### config.mk
export PLATFORM = sky130hd
export DESIGN_NAME = sj_poll_clock_gen
export DESIGN_NICKNAME = d
export VERILOG_FILES = /design/src/rtl/sj_pkg.sv /design/src/rtl/sj_hp_counter.sv /design/src/rtl/sj_poll_clock_gen.sv
export SDC_FILE = /design/constraint.sdc
export NUM_CORES = 1
export LEC_CHECK = 0
export CORE_MARGIN = 5
export CORE_UTILIZATION = 49
export DETAILED_ROUTE_END_ITERATION = 7
export GPL_TIMING_DRIVEN = 0
export MAX_ROUTING_LAYER = met4
export PLACE_DENSITY = 0.79
export SLEW_MARGIN = 20
export SYNTH_ARGS = -nofsm -noshare
export SYNTH_HDL_FRONTEND = slang
export SYNTH_SLANG_ARGS = --single-unit
export TNS_END_PERCENT = 20
### constraint.sdc
create_clock -name clk -period 1.6 [get_ports clk]
set_input_delay 0.32 -clock clk [delete_from_list [all_inputs] [get_ports clk]]
set_output_delay 0.32 -clock clk [all_outputs]
set_load 0.005 [all_outputs]
### src/rtl/sj_pkg.sv
// rtl/sj_pkg.sv - shared types, defaults and divisor clamp for the Sega-pad poll clock
package sj_pkg;

    typedef enum logic [1:0] {
        IDLE = 2'd0,
        RUN  = 2'd1,
        GAP  = 2'd2
    } sj_poll_state_e;

    localparam int SJ_DIV_DEFAULT = 120;

    // A divisor of 0 would give a one-cycle half-period; the minimum usable is 1.
    function automatic logic [31:0] clamp_div(input logic [31:0] d);
        return (d == 32'd0) ? 32'd1 : d;
    endfunction

endpackage

### src/rtl/sj_hp_counter.sv
// rtl/sj_hp_counter.sv - half-period counter with pending/bypass divisor reload
module sj_hp_counter
    import sj_pkg::*;
#(
    parameter int CNT_W       = 8,
    parameter int DIV_DEFAULT = SJ_DIV_DEFAULT
) (
    input  logic             clk,
    input  logic             reset,
    input  logic             i_run,
    input  logic             i_div_wr,
    input  logic [CNT_W-1:0] i_div_val,
    output logic             o_hp_end
);

    localparam logic [CNT_W-1:0] DIV_RST = CNT_W'(clamp_div(32'(DIV_DEFAULT)));

    logic [CNT_W-1:0] r_cnt;
    logic [CNT_W-1:0] r_div_act;
    logic [CNT_W-1:0] r_div_pend;
    logic             r_pend;

    logic [CNT_W-1:0] w_div_wr_val;
    logic             w_hp_end;
    logic             w_apply;

    assign w_div_wr_val = CNT_W'(clamp_div(32'(i_div_val)));
    assign w_hp_end     = i_run && (r_cnt == r_div_act);
    // The active divisor only changes on a half-period boundary (or while idle),
    // so a half-period in flight is never truncated or stretched.
    assign w_apply      = w_hp_end || !i_run;
    assign o_hp_end     = w_hp_end;

    // Count 0..div_act while running; parked at 0 when idle.
    always_ff @(posedge clk or posedge reset) begin
        if (reset) begin
            r_cnt <= '0;
        end else if (!i_run || w_hp_end) begin
            r_cnt <= '0;
        end else begin
            r_cnt <= r_cnt + 1'b1;
        end
    end

    // Divisor reload: a write on the boundary cycle bypasses the pending slot.
    always_ff @(posedge clk or posedge reset) begin
        if (reset) begin
            r_div_act  <= DIV_RST;
            r_div_pend <= '0;
            r_pend     <= 1'b0;
        end else if (w_apply) begin
            if (i_div_wr) begin
                r_div_act <= w_div_wr_val;
            end else if (r_pend) begin
                r_div_act <= r_div_pend;
            end
            r_pend <= 1'b0;
        end else if (i_div_wr) begin
            r_div_pend <= w_div_wr_val;
            r_pend     <= 1'b1;
        end
    end

endmodule

### src/rtl/sj_poll_clock_gen.sv
// rtl/sj_poll_clock_gen.sv - framed programmable SELECT clock generator for Sega pads
module sj_poll_clock_gen
    import sj_pkg::*;
#(
    parameter int CNT_W       = 8,
    parameter int DIV_DEFAULT = SJ_DIV_DEFAULT,
    parameter int PHASES      = 8,
    parameter int GAP_HP      = 2
) (
    input  logic                      clk,
    input  logic                      reset,
    input  logic                      en,
    input  logic                      div_wr,
    input  logic [CNT_W-1:0]          div_val,
    output logic                      sj_clk,
    output logic                      tick,
    output logic [$clog2(PHASES)-1:0] phase,
    output logic                      frame_start,
    output logic                      frame_done,
    output logic                      busy
);

    localparam int                PH_W     = $clog2(PHASES);
    localparam logic [PH_W-1:0]   PH_LAST  = PH_W'(PHASES - 1);
    localparam int                GAP_W    = (GAP_HP > 1) ? $clog2(GAP_HP) : 1;
    localparam logic [GAP_W-1:0]  GAP_LAST = GAP_W'((GAP_HP > 0) ? (GAP_HP - 1) : 0);

    if (((PHASES % 2) != 0) || (PHASES < 2)) begin : g_bad_phases
        $error("sj_poll_clock_gen: PHASES must be even and >= 2");
    end
    if (longint'(DIV_DEFAULT) >= (longint'(1) << CNT_W)) begin : g_bad_div
        $error("sj_poll_clock_gen: DIV_DEFAULT does not fit in CNT_W bits");
    end

    sj_poll_state_e   r_state;
    logic [PH_W-1:0]  r_phase;
    logic [GAP_W-1:0] r_gap_cnt;
    logic             r_sj_clk;
    logic             r_tick;
    logic             r_frame_start;
    logic             r_frame_done;

    sj_poll_state_e   w_state_nx;
    logic [PH_W-1:0]  w_phase_nx;
    logic [GAP_W-1:0] w_gap_nx;
    logic             w_sj_nx;
    logic             w_tick_nx;
    logic             w_fs_nx;
    logic             w_fd_nx;
    logic             w_hp_end;
    logic             w_run;

    assign w_run = (r_state != IDLE);

    sj_hp_counter #(
        .CNT_W       (CNT_W),
        .DIV_DEFAULT (DIV_DEFAULT)
    ) u_hp_counter (
        .clk       (clk),
        .reset     (reset),
        .i_run     (w_run),
        .i_div_wr  (div_wr),
        .i_div_val (div_val),
        .o_hp_end  (w_hp_end)
    );

    // Next-state and registered-output logic for the IDLE/RUN/GAP frame sequencer.
    always_comb begin
        w_state_nx = r_state;
        w_phase_nx = r_phase;
        w_gap_nx   = r_gap_cnt;
        w_sj_nx    = r_sj_clk;
        w_tick_nx  = 1'b0;
        w_fs_nx    = 1'b0;
        w_fd_nx    = 1'b0;
        case (r_state)
            IDLE: begin
                w_phase_nx = '0;
                w_sj_nx    = 1'b0;
                if (en) begin
                    w_state_nx = RUN;
                    w_fs_nx    = 1'b1;
                end
            end
            RUN: begin
                if (w_hp_end) begin
                    w_sj_nx   = ~r_sj_clk;
                    w_tick_nx = 1'b1;
                    if (r_phase == PH_LAST) begin
                        // PHASES is even, so SELECT is back low here.
                        w_fd_nx    = 1'b1;
                        w_phase_nx = '0;
                        w_gap_nx   = '0;
                        if (GAP_HP > 0) begin
                            w_state_nx = GAP;
                        end else if (en) begin
                            w_state_nx = RUN;
                            w_fs_nx    = 1'b1;
                        end else begin
                            w_state_nx = IDLE;
                        end
                    end else begin
                        w_phase_nx = r_phase + 1'b1;
                    end
                end
            end
            GAP: begin
                w_sj_nx = 1'b0;
                if (w_hp_end) begin
                    if (r_gap_cnt == GAP_LAST) begin
                        w_gap_nx = '0;
                        if (en) begin
                            w_state_nx = RUN;
                            w_fs_nx    = 1'b1;
                        end else begin
                            w_state_nx = IDLE;
                        end
                    end else begin
                        w_gap_nx = r_gap_cnt + 1'b1;
                    end
                end
            end
            default: begin
                w_state_nx = IDLE;
            end
        endcase
    end

    // State and output registers; reset drops SELECT immediately.
    always_ff @(posedge clk or posedge reset) begin
        if (reset) begin
            r_state       <= IDLE;
            r_phase       <= '0;
            r_gap_cnt     <= '0;
            r_sj_clk      <= 1'b0;
            r_tick        <= 1'b0;
            r_frame_start <= 1'b0;
            r_frame_done  <= 1'b0;
        end else begin
            r_state       <= w_state_nx;
            r_phase       <= w_phase_nx;
            r_gap_cnt     <= w_gap_nx;
            r_sj_clk      <= w_sj_nx;
            r_tick        <= w_tick_nx;
            r_frame_start <= w_fs_nx;
            r_frame_done  <= w_fd_nx;
        end
    end

    assign sj_clk      = r_sj_clk;
    assign tick        = r_tick;
    assign phase       = r_phase;
    assign frame_start = r_frame_start;
    assign frame_done  = r_frame_done;
    assign busy        = w_run;

endmodule

# Word-level counts from Yosys, hierarchy flattened
# Index checks and enable logic that the tools add are counted.
dict set report word_totals {
  inputBits 12
  reg_bits 35
  output_inout_bits 8
}
dict set report classes {
  bitwise_logic 2
  mux 32
  eq_ne 9
  n_reduce_logical 18
  addsub 3
}
# op count
set op_table {}
lappend op_table {{$mux W8} 4}
lappend op_table {{$mux W1} 16}
lappend op_table {{$reduce_bool A2 Y1} 6}
lappend op_table {{$mux W2} 5}
lappend op_table {{$add A8 B1 Y8 const B} 1}
lappend op_table {{$eq A8 B8 Y1} 1}
lappend op_table {{$logic_not A8 Y1} 1}
lappend op_table {{$reduce_and A2 Y1} 4}
lappend op_table {{$mux W3} 2}
lappend op_table {{$ne A2 B2 Y1 const B} 3}
lappend op_table {{$pmux W1 S2} 3}
lappend op_table {{$pmux W2 S3} 1}
lappend op_table {{$pmux W3 S2} 1}
lappend op_table {{$reduce_and A5 Y1} 1}
lappend op_table {{$ne A2 B1 Y1 const B} 2}
lappend op_table {{$reduce_and A4 Y1} 1}
lappend op_table {{$add A3 B1 Y3 const B} 1}
lappend op_table {{$eq A3 B3 Y1 const B} 1}
lappend op_table {{$eq A2 B1 Y1 const B} 1}
lappend op_table {{$eq A2 B2 Y1 const B} 1}
lappend op_table {{$logic_not A2 Y1} 1}
lappend op_table {{$not A1 Y1} 2}
lappend op_table {{$reduce_or A2 Y1} 1}
lappend op_table {{$add A1 B1 Y1 const B} 1}
lappend op_table {{3 further kinds} 3}

# Logic depth before layout (Yosys ltp)
dict set report logic_depth {
  ltp_word 5
  depth_mapped 6
  mapped_depth_nobuf 5
}

# Modules after synthesis
# From an unflattened synthesis, not the netlist that was laid out.
dict set report unflattened {
  cells_unflattened 154
  hier_area_um2 1746.7
}
# mod instances area_per_inst_um2 cells_per_inst
set modules_own_cells {}
lappend modules_own_cells {sj_hp_counter 1 1255.0 111}
lappend modules_own_cells {sj_poll_clock_gen 1 491.7 43}

# Worst setup path before layout
# Ideal clock, no wire load.
dict set report synth_timing {
  path_kind {flip-flop to flip-flop}
  startpoint {register u_hp_counter.r_cnt[1]}
  endpoint {register u_hp_counter.r_div_pend[1]}
  synth_period_minus_slack_ns 1.723
  path_slack_ns -0.123
  path_stages_with_launch 6
  arrival_time_ns 1.598
  cell_sequence {dfrtp_1 xor2_1 nor4_2 o2bb2ai_2 nor2_4 mux2_4}
}
dict set report synth_between {
  elab_chain_cells 5
}
# element line
set synth_lines {}
lappend synth_lines {{start: declaration} sj_hp_counter.sv:18} ;# logic [CNT_W-1:0] r_cnt;
lappend synth_lines {{start signal: assignment} sj_hp_counter.sv:41} ;# r_cnt <= r_cnt + 1'b1;
lappend synth_lines {{$eq A8 B8 Y1} sj_hp_counter.sv:28} ;# assign w_hp_end = i_run && (r_cnt == r_div_act);
lappend synth_lines {{$logic_and A1 B1 Y1} sj_hp_counter.sv:28}
lappend synth_lines {{$logic_or A1 B1 Y1} sj_hp_counter.sv:31} ;# assign w_apply = w_hp_end || !i_run;
lappend synth_lines {{$not A1 Y1 (no source line)} --}
lappend synth_lines {{$reduce_and A2 Y1 (no source line)} --}
lappend synth_lines {{end signal: assignment} sj_hp_counter.sv:59} ;# r_div_pend <= w_div_wr_val;
lappend synth_lines {{end: declaration} sj_hp_counter.sv:20} ;# logic [CNT_W-1:0] r_div_pend;
# Every way passes these cells.
# A chain may end at the register's enable or synchronous reset.

# Worst setup path in the final report
dict set report layout_timing {
  startpoint {register u_hp_counter.r_cnt[0]}
  endpoint {register u_hp_counter.r_div_pend[4]}
}
# The elaborated chain is that of the path after synthesis.

==> out/results.tsv <==
metric	value	unit
status	finished, violations left	
violations in the final reports	setup timing	
CTS sink count	35	
gpl congestion	0.8308	
GRT overflow	0	
via count	1273	
ratio of cells with drive above 1 in the final layout	26.04	%
Tmin final	1.793	ns
worst slew pin tran	0.6959	ns
Final setup viols	30	
Cell Area, Synth	1705	sq um
initial antenna violation count	0	
Core Area	3363	sq um
Final Instance Area	2172	sq um
num ports	20	
cell count after synthesis	153	
final worst-path cycle share	112.0	%
CP Cell Sequence	xor2_1 > nor4_2 > buf_4 > o2bb2ai_4 > nor2_4 > buf_4 > mux2_4	
hold buffer count at CTS	0	
largest cells by area after synthesis	dfrtp_1 45%, dfstp_2 6.2%, mux2_4 6.2%	
H-tree Lvls	2	
ys async rst share	100.0	%
Post-synth EDFFs	0	
Seq/Total Area, Yosys	51.65	%
Leak	0.001031	uW
post-synthesis cell type count	35	
Final Util	64.58	%
global-route wire length before repair	5947	microns
most frequent cells in the layout	29 x dfrtp_1, 15 x clkdlybuf4s50_1, 13 x buf_4	
most common cell after layout, fill and taps aside	dfrtp_1	
total wire length	3558	microns
vias in the first global route	1285	
Die X-Extent	69.00	microns
top cell type's share of synthesized area	45.49	%
RSZ-0062 raised after global routing	yes	
Yosys reg bits	35	
CP max stage delay	0.45	ns
DRT iter0 DRCs	40	
Crit Path Class	reg2reg	
Slowest-stage cell, CP	dfrtp_2	
DRC viols	0	
number of routed nets with antenna violations	0	
CTS Root Cell	clkbuf_4	
Hold Crit Class	in2async	
Routed wire per std cell	14.95	microns
CTS Buf Count	5	
skew final	0.007190	ns
CTS tree	built	
final setup margin	-0.1928	ns
synthesis warning total	0	
Main synth FF type	dfrtp_1	
Placement Rows	21	
Hold Vio Cnt, Final	0	
Max VDD drop	0.6602	mV
largest net degree at the start of global routing	36	
All-Layer GR Usage	17.94	%
fmax	557.8	MHz
Port Buf Inserts	19	
die area	4760	sq um
dominant cell type by area after synthesis	dfrtp_1	
CP startpoint kind	flip-flop	
DP Wirelength	2333	microns
Max Root-Sink Buffers	2	
Nets	206	
Die H	69.00	microns
Initial Util	50.71	%
syn_nets	168	
power per cell area	1271	nW/um^2
CP required	1.84	ns
via/cell ratio	5.349	
CP max FO	5	
clock latency at the later pin of the worst-skew pair	0.34	ns
ANT cells	0	
max-cap viol count	0	
relative slew slack	53.54	%
CP dominant cell by count	buf_4	
Post-Synthesis Mean Instance Area	11.15	sq um
Reg clk slew, reported paths	0.10	ns
Worst EP arrival	2.03	ns
drt pass-1 iters	4	
DP Area	1953	sq um
max-slew violations	0	
synthesis-to-finish area growth	27.37	%
CP endpoint kind	flip-flop	
-- logic make-up after synthesis --
family                   count (synthesis)  share of synthesized area [%]
AO/OA/AOI/OAI                           31                          13.72
XOR/XNOR                                14                          7.190
adder cells (fa/ha/maj)                  3                          2.201
buffers and inverters                   15                          3.448
flip-flops                              35                          51.65
multiplexers                             9                          7.337
AND/OR/NAND/NOR                         46                          14.45
-- path summary, 6_finish.rpt --
check	depth (start not counted)	slack, ns	start	to
min reg2reg	1	0.50	u_hp_counter.r_cnt[0]$_DFF_PP0_	u_hp_counter.r_cnt[0]$_DFF_PP0_
max	7	-0.19	u_hp_counter.r_cnt[0]$_DFF_PP0_	u_hp_counter.r_div_pend[4]$_DFFE_PP0P_
min	2	0.40	reset	phase[0]$_DFFE_PP0P_
min in group clk	1	0.50	u_hp_counter.r_cnt[0]$_DFF_PP0_	u_hp_counter.r_cnt[0]$_DFF_PP0_
max reg2reg	7	-0.19	u_hp_counter.r_cnt[0]$_DFF_PP0_	u_hp_counter.r_div_pend[4]$_DFFE_PP0P_
max in group asynchronous	2	0.71	reset	r_state[0]$_DFFE_PP0P_
-- flip-flops by register name (all words and copies together) (netlist names) --
name / cells
u_hp_counter.r_cnt: 8
u_hp_counter.r_div_act: 8
u_hp_counter.r_div_pend: 8
phase: 3
r_state: 2
frame_done: 1
frame_start: 1
r_gap_cnt: 1
sj_clk: 1
tick: 1
u_hp_counter.r_pend: 1
-- per-stage QoR --
step                      TNS, ns  setup WS, ns  hold WS, ns  cells  power (uW)
final                      -3.607       -0.1928       0.4010    238        2760
after global routing       -6.484       -0.2741       0.4455    238        2936
after CTS                  -3.589       -0.2162       0.4100    235        2708
after detailed placement   -6.568       -0.2959       0.4990    218        2126
after global placement     -12.01       -0.2764       0.4937    218        2083
after floorplan            -1.137       -0.1226       0.4566    153        1918
-- power by group --
group	total, uW	leakage, uW	switching [uW]	internal (uW)
Clock	502	0.0000353	289	213
Combinational	855	0.000577	372	483
Sequential	1400	0.000418	240	1160
Total	2760	0.00103	901	1860
-- synthesized netlist by cell type (3+ instances only) --
| library cell | number |
|---|---|
| ha_1 | 3 |
| o21ai_0 | 9 |
| xor2_1 | 12 |
| a2bb2oi_1 | 7 |
| dfrtp_1 | 31 |
| inv_1 | 10 |
| nand3_1 | 9 |
| dfstp_2 | 4 |
| a21oi_1 | 4 |
| clkbuf_1 | 3 |
| nor3_1 | 3 |
| mux2_4 | 7 |
| nor2_1 | 12 |
| and3_1 | 5 |
| nand2_1 | 7 |
-- per-layer routing --
layer	GRT usage, %	wire [microns]	vias to the layer above
met3	5.348	139	10
met4	8.029	73	0
li1	-	-	614
met2	27.86	1752	19
met1	21.60	1593	630
met5	-	0	-
-- final cells by class --
| type | instances | area (sq um) |
|---|---|---|
| fill | 281 | 1191 |
| sequential | 35 | 883.3 |
| multi-input combinational | 103 | 803.3 |
| timing repair buffer | 33 | 307.8 |
| tap | 46 | 57.56 |
| clock buffer | 7 | 55.05 |
| inverter | 10 | 37.54 |
| buffer | 3 | 22.52 |
| clock inverter | 1 | 5.005 |
-- worst max-delay path: cells and delay by family, from the launching register on --
family	cells	cell delay (ns)
compound gates	1	0.15
xor+xnor	1	0.16
buf+inv	2	0.32
flops	1	0.45
mux	1	0.29
simple gates	2	0.32
-- timing repair --
action,4_1_cts,5_1_grt
pin swaps,6,8
buffers inserted,10,4
gates cloned,0,0
resized for setup,11,10
endpoints found under the setup margin,36,34
No activity file was read; power rests on OpenSTA's default activity.
